--- config.mk ---
export PLATFORM = sky130hd
export DESIGN_NAME = rx_sequencer
export DESIGN_NICKNAME = d
export VERILOG_FILES = /design/src/rtl/rx_sequencer.sv
export SDC_FILE = /design/constraint.sdc
export NUM_CORES = 1
export LEC_CHECK = 0
export BUFFER_PORTS_ARGS = -buffer_cell sky130_fd_sc_hd__buf_4
export CAP_MARGIN = 10
export CORE_MARGIN = 4
export CORE_UTILIZATION = 55
export CTS_CLUSTER_SIZE = 20
export DETAILED_ROUTE_END_ITERATION = 8
export PLACE_DENSITY_LB_ADDON = 0.05
export SLEW_MARGIN = 10
export SYNTH_ARGS = -nofsm -noshare
export SYNTH_HDL_FRONTEND = slang
export SYNTH_SLANG_ARGS = --single-unit
--- constraint.sdc ---
create_clock -name clk -period 2.61 [get_ports clk]
set_clock_uncertainty 0.15 [all_clocks]
set_input_delay 0.261 -clock clk [delete_from_list [all_inputs] [get_ports clk]]
set_output_delay 0.261 -clock clk [all_outputs]
set_load 0.02 [all_outputs]
--- src/rtl/rx_sequencer.sv ---
// rx_sequencer: control sequencer for a serial receiver. Detects the start
// edge, times each bit period, strobes an external shift register in the
// middle of every data bit, checks the stop bit, and manages the receive
// buffer handshake (data_ready / data_read) with framing and overrun flags.
// Consumer handshake: load_buffer marks a new word; data_ready stays high
// until a data_read cycle that is not also a LOAD cycle clears it.
module rx_sequencer #(
   parameter int NUM_BITS   = 8,
   parameter int BIT_PERIOD = 10
) (
   input  logic       clk,
   input  logic       rst,
   input  logic       serial_in,
   input  logic       data_read,
   output logic       shift_strobe,
   output logic       load_buffer,
   output logic       data_ready,
   output logic       framing_error,
   output logic       overrun_error,
   output logic       busy,
   output logic [2:0] state_dbg_o
);

   localparam int HALF = BIT_PERIOD / 2;
   localparam int TW   = $clog2(BIT_PERIOD);
   localparam int CW   = $clog2(NUM_BITS + 1);

   localparam logic [TW-1:0] T_LAST = TW'(BIT_PERIOD - 1);
   localparam logic [TW-1:0] T_MID  = TW'(HALF - 1);
   localparam logic [CW-1:0] C_LAST = CW'(NUM_BITS - 1);

   typedef enum logic [2:0] {
      S_IDLE  = 3'd0,
      S_START = 3'd1,
      S_DATA  = 3'd2,
      S_STOP  = 3'd3,
      S_LOAD  = 3'd4
   } state_t;

   state_t          state_q, state_d;
   logic [TW-1:0]   timer_q, timer_d;
   logic [CW-1:0]   cnt_q, cnt_d;
   logic            prev_in_q;
   logic            ready_q, ferr_q, ovr_q;

   logic            start_edge;
   logic            stop_bad;
   logic            timer_last;

   // Edge and end-of-bit qualifiers shared by next-state and flag logic.
   assign start_edge = (state_q == S_IDLE) && prev_in_q && !serial_in;
   assign timer_last = (timer_q == T_LAST);
   assign stop_bad   = (state_q == S_STOP) && timer_last && !serial_in;

   // State register with timer, bit counter and line history.
   always_ff @(posedge clk or posedge rst) begin
      if (rst) begin
         state_q   <= S_IDLE;
         timer_q   <= '0;
         cnt_q     <= '0;
         prev_in_q <= 1'b1;
      end else begin
         state_q   <= state_d;
         timer_q   <= timer_d;
         cnt_q     <= cnt_d;
         prev_in_q <= serial_in;
      end
   end

   // Next-state logic: timer runs outside IDLE/LOAD and wraps per bit period.
   always_comb begin
      state_d = state_q;
      timer_d = timer_q;
      cnt_d   = cnt_q;
      case (state_q)
         S_IDLE: begin
            timer_d = '0;
            if (start_edge) begin
               state_d = S_START;
               cnt_d   = '0;
            end
         end
         S_START: begin
            timer_d = timer_q + TW'(1);
            if (timer_q == T_MID) begin
               // A line back high at mid start bit is a glitch, not a frame.
               state_d = serial_in ? S_IDLE : S_DATA;
               timer_d = '0;
            end
         end
         S_DATA: begin
            timer_d = timer_last ? '0 : timer_q + TW'(1);
            if (timer_last) begin
               cnt_d = cnt_q + CW'(1);
               if (cnt_q == C_LAST) begin
                  state_d = S_STOP;
               end
            end
         end
         S_STOP: begin
            timer_d = timer_last ? '0 : timer_q + TW'(1);
            if (timer_last) begin
               state_d = serial_in ? S_LOAD : S_IDLE;
            end
         end
         S_LOAD: begin
            timer_d = '0;
            state_d = S_IDLE;
         end
         default: begin
            state_d = S_IDLE;
            timer_d = '0;
            cnt_d   = '0;
         end
      endcase
   end

   // Output decode from the current state and timer.
   always_comb begin
      shift_strobe = (state_q == S_DATA) && timer_last;
      load_buffer  = (state_q == S_LOAD);
      busy         = (state_q != S_IDLE);
      state_dbg_o  = state_q;
   end

   // Status flags: framing error per frame, buffer valid and sticky overrun.
   always_ff @(posedge clk or posedge rst) begin
      if (rst) begin
         ready_q <= 1'b0;
         ferr_q  <= 1'b0;
         ovr_q   <= 1'b0;
      end else begin
         if (start_edge) begin
            ferr_q <= 1'b0;
         end else if (stop_bad) begin
            ferr_q <= 1'b1;
         end
         if (state_q == S_LOAD) begin
            // A read coinciding with the load consumes the old word, so it
            // is not an overrun; the new word stays valid.
            ready_q <= 1'b1;
            if (ready_q && !data_read) begin
               ovr_q <= 1'b1;
            end
         end else if (data_read) begin
            ready_q <= 1'b0;
            ovr_q   <= 1'b0;
         end
      end
   end

   assign data_ready    = ready_q;
   assign framing_error = ferr_q;
   assign overrun_error = ovr_q;

endmodule

==> flow_summary_export.csv, run 1 <==
group,metric,value,unit
outcome,status,"finished, final reports clean",
clock_tree,root_buffer,"clkbuf_4",
worst_hold_path,min_from,"data_read",
sta,min_period_over_period,79.9,%
sta,rsz0062_at_grt,"no",
power,seqPwrFrac,41.0,%
grt,grt_pass1_vias,550,
clock_tree,cts.sinks,15,
logic_synthesis,ys_ff_latch,15,
cells_and_area,antenna-diode-count,0,
power,p_leak,0.472,nW
logic_synthesis,ys_top_cells_by_count,"dfrtp_1 (14), nand2_1 (7), inv_1 (6), nor2_1 (6), ha_1 (4)",
setup_path,worstSetupPathType,"reg -> out",
place,numPortBuffers,12,
routing,firstDrtPassIters,4,
cells_and_area,multi_input_area,389,µm²
clock_tree,hold_buffers,2,
clock_tree,clk_latency,280,ps
routing,top_layer,"met4",
clock_tree,post_cts_buffers,0,
setup_path,crit_path_end_kind,"output port",
logic_synthesis,synth_top_cell_area_share,42.9,%
grt,grt_pass1_wl,2.44,mm
clock_tree,cts_tree,"built",
sta,period_needed,2090,ps
grt,track_usage,15.8,%
cells_and_area,layout.nets,103,
routing,drt-wirelength-per-cell,13.2,µm
routing,met2WireLength,703,µm
power,power,0.838,mW
routing,drt.antenna.violating_nets,0,
job,cap_viol_max_count,0,
logic_synthesis,postSynthCellCount,80,
sta,fmax,479,MHz
sta,tightest_slew,563,ps
cells_and_area,drive_above_1_share,20.2,%
worst_hold_path,holdPathEnd,"overrun_error",
clock_tree,cts.clk_slew.worst_paths,80,ps
power,p_int,0.499,mW
setup_path,worst_r2r_endpoint,"state_dbg_o[1]",
cells_and_area,fillers,106,
routing,viasPerCell,5.54,
worst_hold_path,min_path_cells,3,
logic_synthesis,yosys-top-cells-area,"dfrtp_1 (43%), ha_1 (6.1%), dfstp_2 (3.2%)",
die,io-pin-count,13,
power,switchingPower,0.338,mW
power,p_comb_share,43.6,%
routing,route.detailed.drc,0,
cells_and_area,seq_area,377,µm²
grt,antenna_found_initial,0,
clock_tree,ctsResizeCount,0,
die,dieWidth,46.5,µm
setup_path,critPathArrivalTime,1670,ps
logic_synthesis,synth_seq_area_share,46.2,%
logic_synthesis,synth.avg_cell_area,10.2,µm²
power,switching_share,40.4,%
logic_synthesis,yosysTopAreaCell,"dfrtp_1",
setup_path,ff2ff_path_depth,4,
logic_synthesis,netlist_area,816,µm²
sta,slew_headroom,62.4,%
sta,hold_viol,0,
setup_path,start_kind,"flop",
clock_tree,clockBufferDepth,2,
sta,setup_violations,0,
cells_and_area,layout-area-overhead-vs-synth,15.6,%
die,dieArea,2160,µm²
routing,initialDrtViolationCount,17,
place,place.gp.congestion,0.790,
clock_tree,htreeDepth,1,
power,p_per_area,888,nW/µm²
logic_synthesis,ys_async_sr_fraction,100,%
routing,wl_met1,649,µm
logic_synthesis,synth_edf_count,0,
setup_path,worstPathRequired,2200,ps
routing,route.met3.wl,63,µm
sta,tns,0,ps
setup_path,worstReg2RegStart,"state_dbg_o[1]",
logic_synthesis,synth_most_common_cell,"dfrtp_1",
worst_hold_path,holdCritPathClass,"in -> reg",
logic_synthesis,synth_flop_cell,"dfrtp_1",
place,place_hpwl,1.13,mm
logic_synthesis,yosys_warnings,0,
clock_tree,cts_made_buffers,3,
die,rows,13,
power,p_clk_share,15.4,%
die,core,1350,µm²
setup_path,cp_max_fo,12,
grt,gr-total-overflow,0,
grt,grt_max_degree,16,
die,die_y,46.5,µm
cells_and_area,fin_cells,109,
logic_synthesis,netlist-cell-type-count,40,
die,start_util,60.4,%
power,peakVddDrop,0.587,mV
logic_synthesis,syn_nets,88,
routing,vias,604,
place,dp.cells,103,
setup_path,reg2reg_slack,740,ps
sta,report.final.slew_viol_count,0,
routing,drt-total-wl,1.44,mm
==> layer usage <==
metal | GRT usage (%) | up-vias
met5 | 0 | -
met4 | 6.82 | 0
met3 | 2.73 | 2
met2 | 25.3 | 13
met1 | 20.6 | 280
li1 | - | 309
==> final cells by class <==
class / instances / area share, %
Clock buffer: 4 / 2.79
Inverter: 6 / 2.39
Multi-Input combinational cell: 55 / 41.2
Sequential cell: 15 / 39.9
Tap cell: 15 / 1.99
Timing Repair Buffer: 14 / 11.7
==> state kept, by name (all words and copies together), names as in the netlist <==
name	count
cnt_q	4
data_ready	1
framing_error	1
overrun_error	1
prev_in_q	1
state_dbg_o	3
timer_q	4
==> power groups by stage <==
stage	Combinational (mW)	Clock, mW	Sequential [mW]
after global routing	0.405	0.145	0.359
after floorplan	0.288	0	0.336
after global placement	0.356	0	0.348
after detailed placement	0.365	0	0.348
final	0.365	0.129	0.344
after CTS	0.370	0.135	0.343
==> worst max-delay path, stage by stage (launching register included) <==
cell and delay (ps):
dfrtp_1 530, or3b_1 480, nor2_2 210, buf_4 170
==> cells in the final DEF (no fill, tap or decap), types with 2 or more instances in the layout <==
cell,instances
dfrtp_1,14
buf_4,12
nand2_1,7
nor2_1,6
inv_1,6
ha_1,4
nand2b_1,3
clkbuf_4,3
nand3b_1,2
and3b_1,2
nor3b_1,2
nand3_1,2
o21ai_0,2
nor2b_1,2
dlygate4sd3_1,2
==> worst max-delay path by stage <==
| stage | from | endpoint | slack [ps] | cells after the start |
|---|---|---|---|---|
| floorplan | state_dbg_o[2] | state_dbg_o[1] | 710 | 6 |
| global placement | state_dbg_o[1] | state_dbg_o[1] | 740 | 4 |
| detailed placement | timer_q[1] | state_dbg_o[1] | 730 | 6 |
| CTS | state_dbg_o[1] | shift_strobe | 520 | 3 |
| global route | state_dbg_o[1] | shift_strobe | 410 | 3 |
| finish | state_dbg_o[1] | shift_strobe | 520 | 3 |
==> logic make-up (layout without fill, tap and decap cells) <==
group                    Yosys count  after routing  share of synthesized area [%]
AND/OR/NAND/NOR                   31             31                           21.2
AO/OA/AOI/OAI                     15             15                           14.3
flip-flops                        15             15                           46.2
XOR/XNOR                           2              2                           2.15
multiplexers                       3              3                           3.99
adder cells (fa/ha/maj)            4              4                           6.14
buffers and inverters             10             24                           6.13
==> through the flow <==
stage	instance area, µm²	hold slack [ps]	util [%]	worst slack (ps)
finish	943	101	69.9	524
global route	943	104	69.9	405
CTS	943	93.4	69.9	516
detailed placement	897	212	66.5	732
global placement	897	194	66.5	742
floorplan	816	11.8	-	705
Note: power is estimated with default switching activity, not from simulation.
==> run 2: changes to the inputs <==
- CORE_UTILIZATION: 55 -> 48
- clock period: 2.61 -> 1.9 ns (I/O delays scaled with it)
==> run 2 against run 1 <==
Register-to-register slack worse by 550 ps. Hold slack worse by 64 ps. Final cell count grew 8.3%. Die area increased by 12%. Final area grew 8.5%. Via count increased by 8.8%. Sequential power rose by 25%. Sequential share of layout area decreased by 2.9 points. Combinational power up 88%. First-iteration DRC count fell by 76%. Count of clock-buffer cells in the layout did not move. Utilization decreased by 4.2 points.
==> flow_summary_export.csv, run 2 (same netlist as run 1, synthesis figures left out) <==
group,metric,value,unit
grt,grt_max_degree,16,
cells_and_area,final_common_cell,"buf_4",
routing,initialDrtViolationCount,4,
grt,track_usage,15.7,%
outcome,status,"finished, final reports clean",
cells_and_area,layout.nets,111,
die,die_y,49.2,µm
worst_hold_path,min_from,"data_read",
cells_and_area,antenna-diode-count,0,
sta,timing.hold.ws,37.2,ps
cells_and_area,fin_cells,118,
sta,setup_violations,0,
die,dieArea,2420,µm²
place,place_area,938,µm²
die,rows,14,
grt,antenna_found_initial,0,
cells_and_area,fillers,129,
worst_hold_path,holdCritPathClass,"in -> reg",
setup_path,crit_path_end_kind,"output port",
routing,drt-wirelength-per-cell,13.7,µm
routing,drt-total-wl,1.62,mm
grt,gr-total-overflow,0,
sta,tightest_slew,568,ps
sta,min_period_over_period,96.5,%
sta,hold_viol,0,
cells_and_area,finish.instance_area,1020,µm²
die,start_util,52.3,%
clock_tree,clockBufferDepth,2,
routing,firstDrtPassIters,4,
power,peakVddDrop,0.643,mV
clock_tree,htreeDepth,1,
die,dieWidth,49.2,µm
cells_and_area,drive_above_1_share,30.4,%
place,dp.cells,109,
cells_and_area,final_util,65.7,%
clock_tree,cts_made_buffers,3,
setup_path,crit_path_start,"state_dbg_o[2]",
power,power,1.29,mW
sta,report.final.slew_viol_count,0,
clock_tree,cts.sinks,15,
job,cap_viol_max_count,0,
power,p_per_area,1260,nW/µm²
routing,route.detailed.drc,0,
setup_path,critPathArrivalTime,1490,ps
cells_and_area,layout-area-overhead-vs-synth,25.5,%
clock_tree,cts_tree,"built",
cells_and_area,layout_common_cells,"buf_4 (19), dfrtp_1 (12), nand2_1 (7)",
clock_tree,clk_latency,270,ps
routing,vias,657,
clock_tree,root_buffer,"clkbuf_4",
sta,slew_headroom,62.1,%
setup_path,start_kind,"flop",
place,numPortBuffers,12,
die,io-pin-count,13,
power,p_leak,0.512,nW
routing,drt.antenna.violating_nets,0,
setup_path,cp_max_fo,5,
setup_path,worstReg2RegStart,"state_dbg_o[0]",
setup_path,worstSetupPathType,"reg -> out",
place,place_hpwl,1.15,mm
sta,fmax,545,MHz
routing,viasPerCell,5.57,
die,core,1560,µm²
place,place.gp.congestion,0.806,
sta,period_needed,1830,ps
grt,grt_pass1_wl,2.97,mm
grt,grt_pass1_vias,658,
setup_path,worstPathRequired,1560,ps
clock_tree,cts.clk_slew.worst_paths,80,ps
[run 2: changes by cell type in the layout (fill, tap and decap cells not counted), sizes merged]
cell	change
buf	+8
[run 2: layer usage]
layer  track usage, %  wire length [µm]  vias up
met4             7.11                14        0
li1                 -                 -      324
met1             20.5               769      322
met5                0                 0        -
met3             3.06                46        2
met2             25.0               791        9
[run 2: metrics by stage]
stage / setup TNS [ps] / setup WS, ps
floorplan: 0 / 14.7
global placement: 0 / 232
detailed placement: 0 / 177
CTS: 0 / 4.61
global route: -19.3 / -19.3
finish: 0 / 66.5
[run 2: repair_timing]
item,in CTS,in global routing
pin swaps,0,1
setup endpoints to repair,1,2
buffers inserted,2,1
gates resized for setup,1,3
hold buffers,2,0
cloned,0,0
endpoints found under the hold margin,15,0
[run 2: final cells by class]
class | count | area, µm² | area share [%]
tap | 16 | 20.0 | 1.96
multi-input combinational | 55 | 402 | 39.2
timing repair buffer | 22 | 174 | 17.0
inverter | 6 | 22.5 | 2.20
sequential | 15 | 379 | 37.0
clock buffer | 4 | 26.3 | 2.57
[run 2: worst paths after layout]
kind	depth (start not counted)	endpoint	slack [ps]
max reg2reg	6	state_dbg_o[1]	190
min reg2reg	1	cnt_q[3]	330
max in group asynchronous	3	state_dbg_o[0]	820
max	4	shift_strobe	70
min in group asynchronous	3	cnt_q[1]	370
min	3	overrun_error	40
[run 2: worst max-delay path, stage by stage (launching register included)]
cell	delay (ps)
dfrtp_2	410
or3b_4	400
buf_4	170
nor2_4	110
buf_6	130
[run 2: power by group]
part	total (mW)	leakage (nW)	switching [mW]	internal, mW
sequential	0.430	0.196	0.0481	0.382
combinational	0.686	0.301	0.366	0.320
clock	0.178	0.0150	0.0965	0.0813
==> run 3: changes to the inputs <==
- CORE_UTILIZATION: 48 -> 31
==> run 3 against run 2 <==
Setup slack worse by 7.3 ps. Critical path depth stayed put. Power is 1.9% higher. Register-to-register slack better by 20 ps. Sequential power is 2% lower. Global-route usage is 4.1 points lower. Non-clock buffer count is 3 higher. Clock power is 3% higher. Combinational power is 3.8% higher. Final area is 3.4% higher. Sequential cell count stayed put. Utilization is 23 points lower. Critical path type unchanged. Critical endpoint unchanged. Largest cell class unchanged. Largest power group unchanged.
==> flow_summary_export.csv, run 3 (same netlist as run 1, synthesis figures left out) <==
group,metric,value,unit
place,numPortBuffers,12,
routing,drt-wirelength-per-cell,12.6,µm
routing,vias,653,
sta,timing.hold.ws,20.0,ps
die,io-pin-count,13,
sta,tns,0,ps
sta,setup_violations,0,
cells_and_area,layout-area-overhead-vs-synth,29.8,%
cells_and_area,final_util,42.3,%
cells_and_area,layout_common_cells,"buf_4 (22), dfrtp_1 (12), nand2_1 (7)",
worst_hold_path,holdCritPathClass,"in -> reg",
place,place_area,963,µm²
clock_tree,cts.clk_slew.worst_paths,90,ps
power,p_per_area,1250,nW/µm²
clock_tree,cts_tree,"built",
die,rows,18,
clock_tree,cts_made_buffers,3,
place,place_hpwl,1.23,mm
power,p_comb_share,54.1,%
routing,route.detailed.drc,0,
clock_tree,root_buffer,"clkbuf_4",
setup_path,start_kind,"flop",
worst_hold_path,min_path_cells,3,
sta,rsz0062_at_grt,"no",
setup_path,slowest_stage,"dfrtp_2",
setup_path,critPathArrivalTime,1500,ps
routing,firstDrtPassIters,3,
grt,gr-total-overflow,0,
die,core,2500,µm²
place,place_worst_setup_slack,224,ps
die,dieArea,3520,µm²
routing,viasPerCell,4.84,
cells_and_area,antenna-diode-count,0,
cells_and_area,final_common_cell,"buf_4",
sta,setup_slack,59.2,ps
power,p_clk_share,14.0,%
setup_path,worstPathRequired,1560,ps
cells_and_area,fin_cells,135,
grt,grt_busiest_layer,"met2",
grt,grt_max_degree,16,
grt,gr-usage-met2,17.2,%
die,dieWidth,59.3,µm
power,power,1.32,mW
sta,slew_headroom,59.4,%
routing,drt-total-wl,1.71,mm
setup_path,reg2reg_slack,210,ps
routing,initialDrtViolationCount,13,
power,switchingPower,0.514,mW
sta,min_period_over_period,96.9,%
grt,grt_pass1_wl,3.04,mm
power,peakVddDrop,0.629,mV
routing,drt.antenna.violating_nets,0,
power,switching_share,39.0,%
sta,tightest_slew,609,ps
grt,antenna_found_initial,0,
setup_path,cp_max_fo,5,
setup_path,worstPathCellList,"or3b_4 > buf_4 > nor2_4 > buf_6",
grt,grt_pass1_vias,638,
die,die_y,59.3,µm
cells_and_area,drive_above_1_share,31.4,%
place,dp.cells,124,
job,cap_viol_max_count,0,
clock_tree,clk_latency,280,ps
power,p_int,0.804,mW
setup_path,ff2ff_path_depth,5,
outcome,status,"finished, final reports clean",
setup_path,worstSetupPathType,"reg -> out",
place,place.gp.congestion,0.742,
power,p_leak,0.526,nW
power,seqPwrFrac,32.0,%
sta,period_needed,1840,ps
grt,grtUsageMet3,4.58,%
clock_tree,clockBufferDepth,2,
grt,track_usage,11.6,%
sta,report.final.slew_viol_count,0,
setup_path,crit_path_end_kind,"output port",
setup_path,slowest_delay,410,ps
sta,fmax,543,MHz
sta,hold_viol,0,
clock_tree,htreeDepth,1,
cells_and_area,layout.nets,114,
die,start_util,32.6,%
grt,grt_util_met1,15.8,%
clock_tree,cts.sinks,15,
cells_and_area,finish.instance_area,1060,µm²
==> run 3: changes by cell type in the layout (fill, tap and decap cells not counted), sizes merged <==
cell | previous run | this run
buf | 20 | 23
==> run 3: metal layers <==
layer | wire length (µm) | vias to the layer above
li1 | - | 331
met1 | 849 | 309
met2 | 752 | 11
met3 | 87 | 2
met4 | 15 | 0
met5 | 0 | -
==> run 3: area by class of cell <==
cell class	instances	area (µm²)
fill	256	1440
multi-input combinational	55	397
sequential	15	379
timing repair buffer	25	196
tap	30	37.5
clock buffer	4	26.3
inverter	6	22.5
==> run 3: path summary, 6_finish.rpt <==
| check | start | to |
|---|---|---|
| min reg2reg | overrun_error | overrun_error |
| min | data_read | overrun_error |
| max in group asynchronous | rst | state_dbg_o[0] |
| min in group asynchronous | rst | cnt_q[1] |
| max reg2reg | state_dbg_o[1] | cnt_q[1] |
| max | state_dbg_o[2] | shift_strobe |
==> run 3: timing repair <==
| action | CTS | global route |
|---|---|---|
| pin swaps | 0 | 1 |
| setup endpoints to repair | 1 | 1 |
| hold buffers | 2 | 0 |
| gates resized for setup | 3 | 0 |
| endpoints found under the hold margin | 15 | 0 |
| setup buffers | 1 | 4 |
==> run 3: worst max-delay path: cells and delay by family (launching register included) <==
family	cells	cell delay (ps)
simple gates	2	510
flops	1	410
buf+inv	2	300
==> run 3: power by group through the flow <==
stage | registers, mW | logic (mW) | clock network, mW
after detailed placement | 0.447 | 0.628 | 0
after floorplan | 0.465 | 0.396 | 0
after global routing | 0.428 | 0.800 | 0.208
after CTS | 0.431 | 0.670 | 0.197
final | 0.421 | 0.712 | 0.184
after global placement | 0.446 | 0.627 | 0
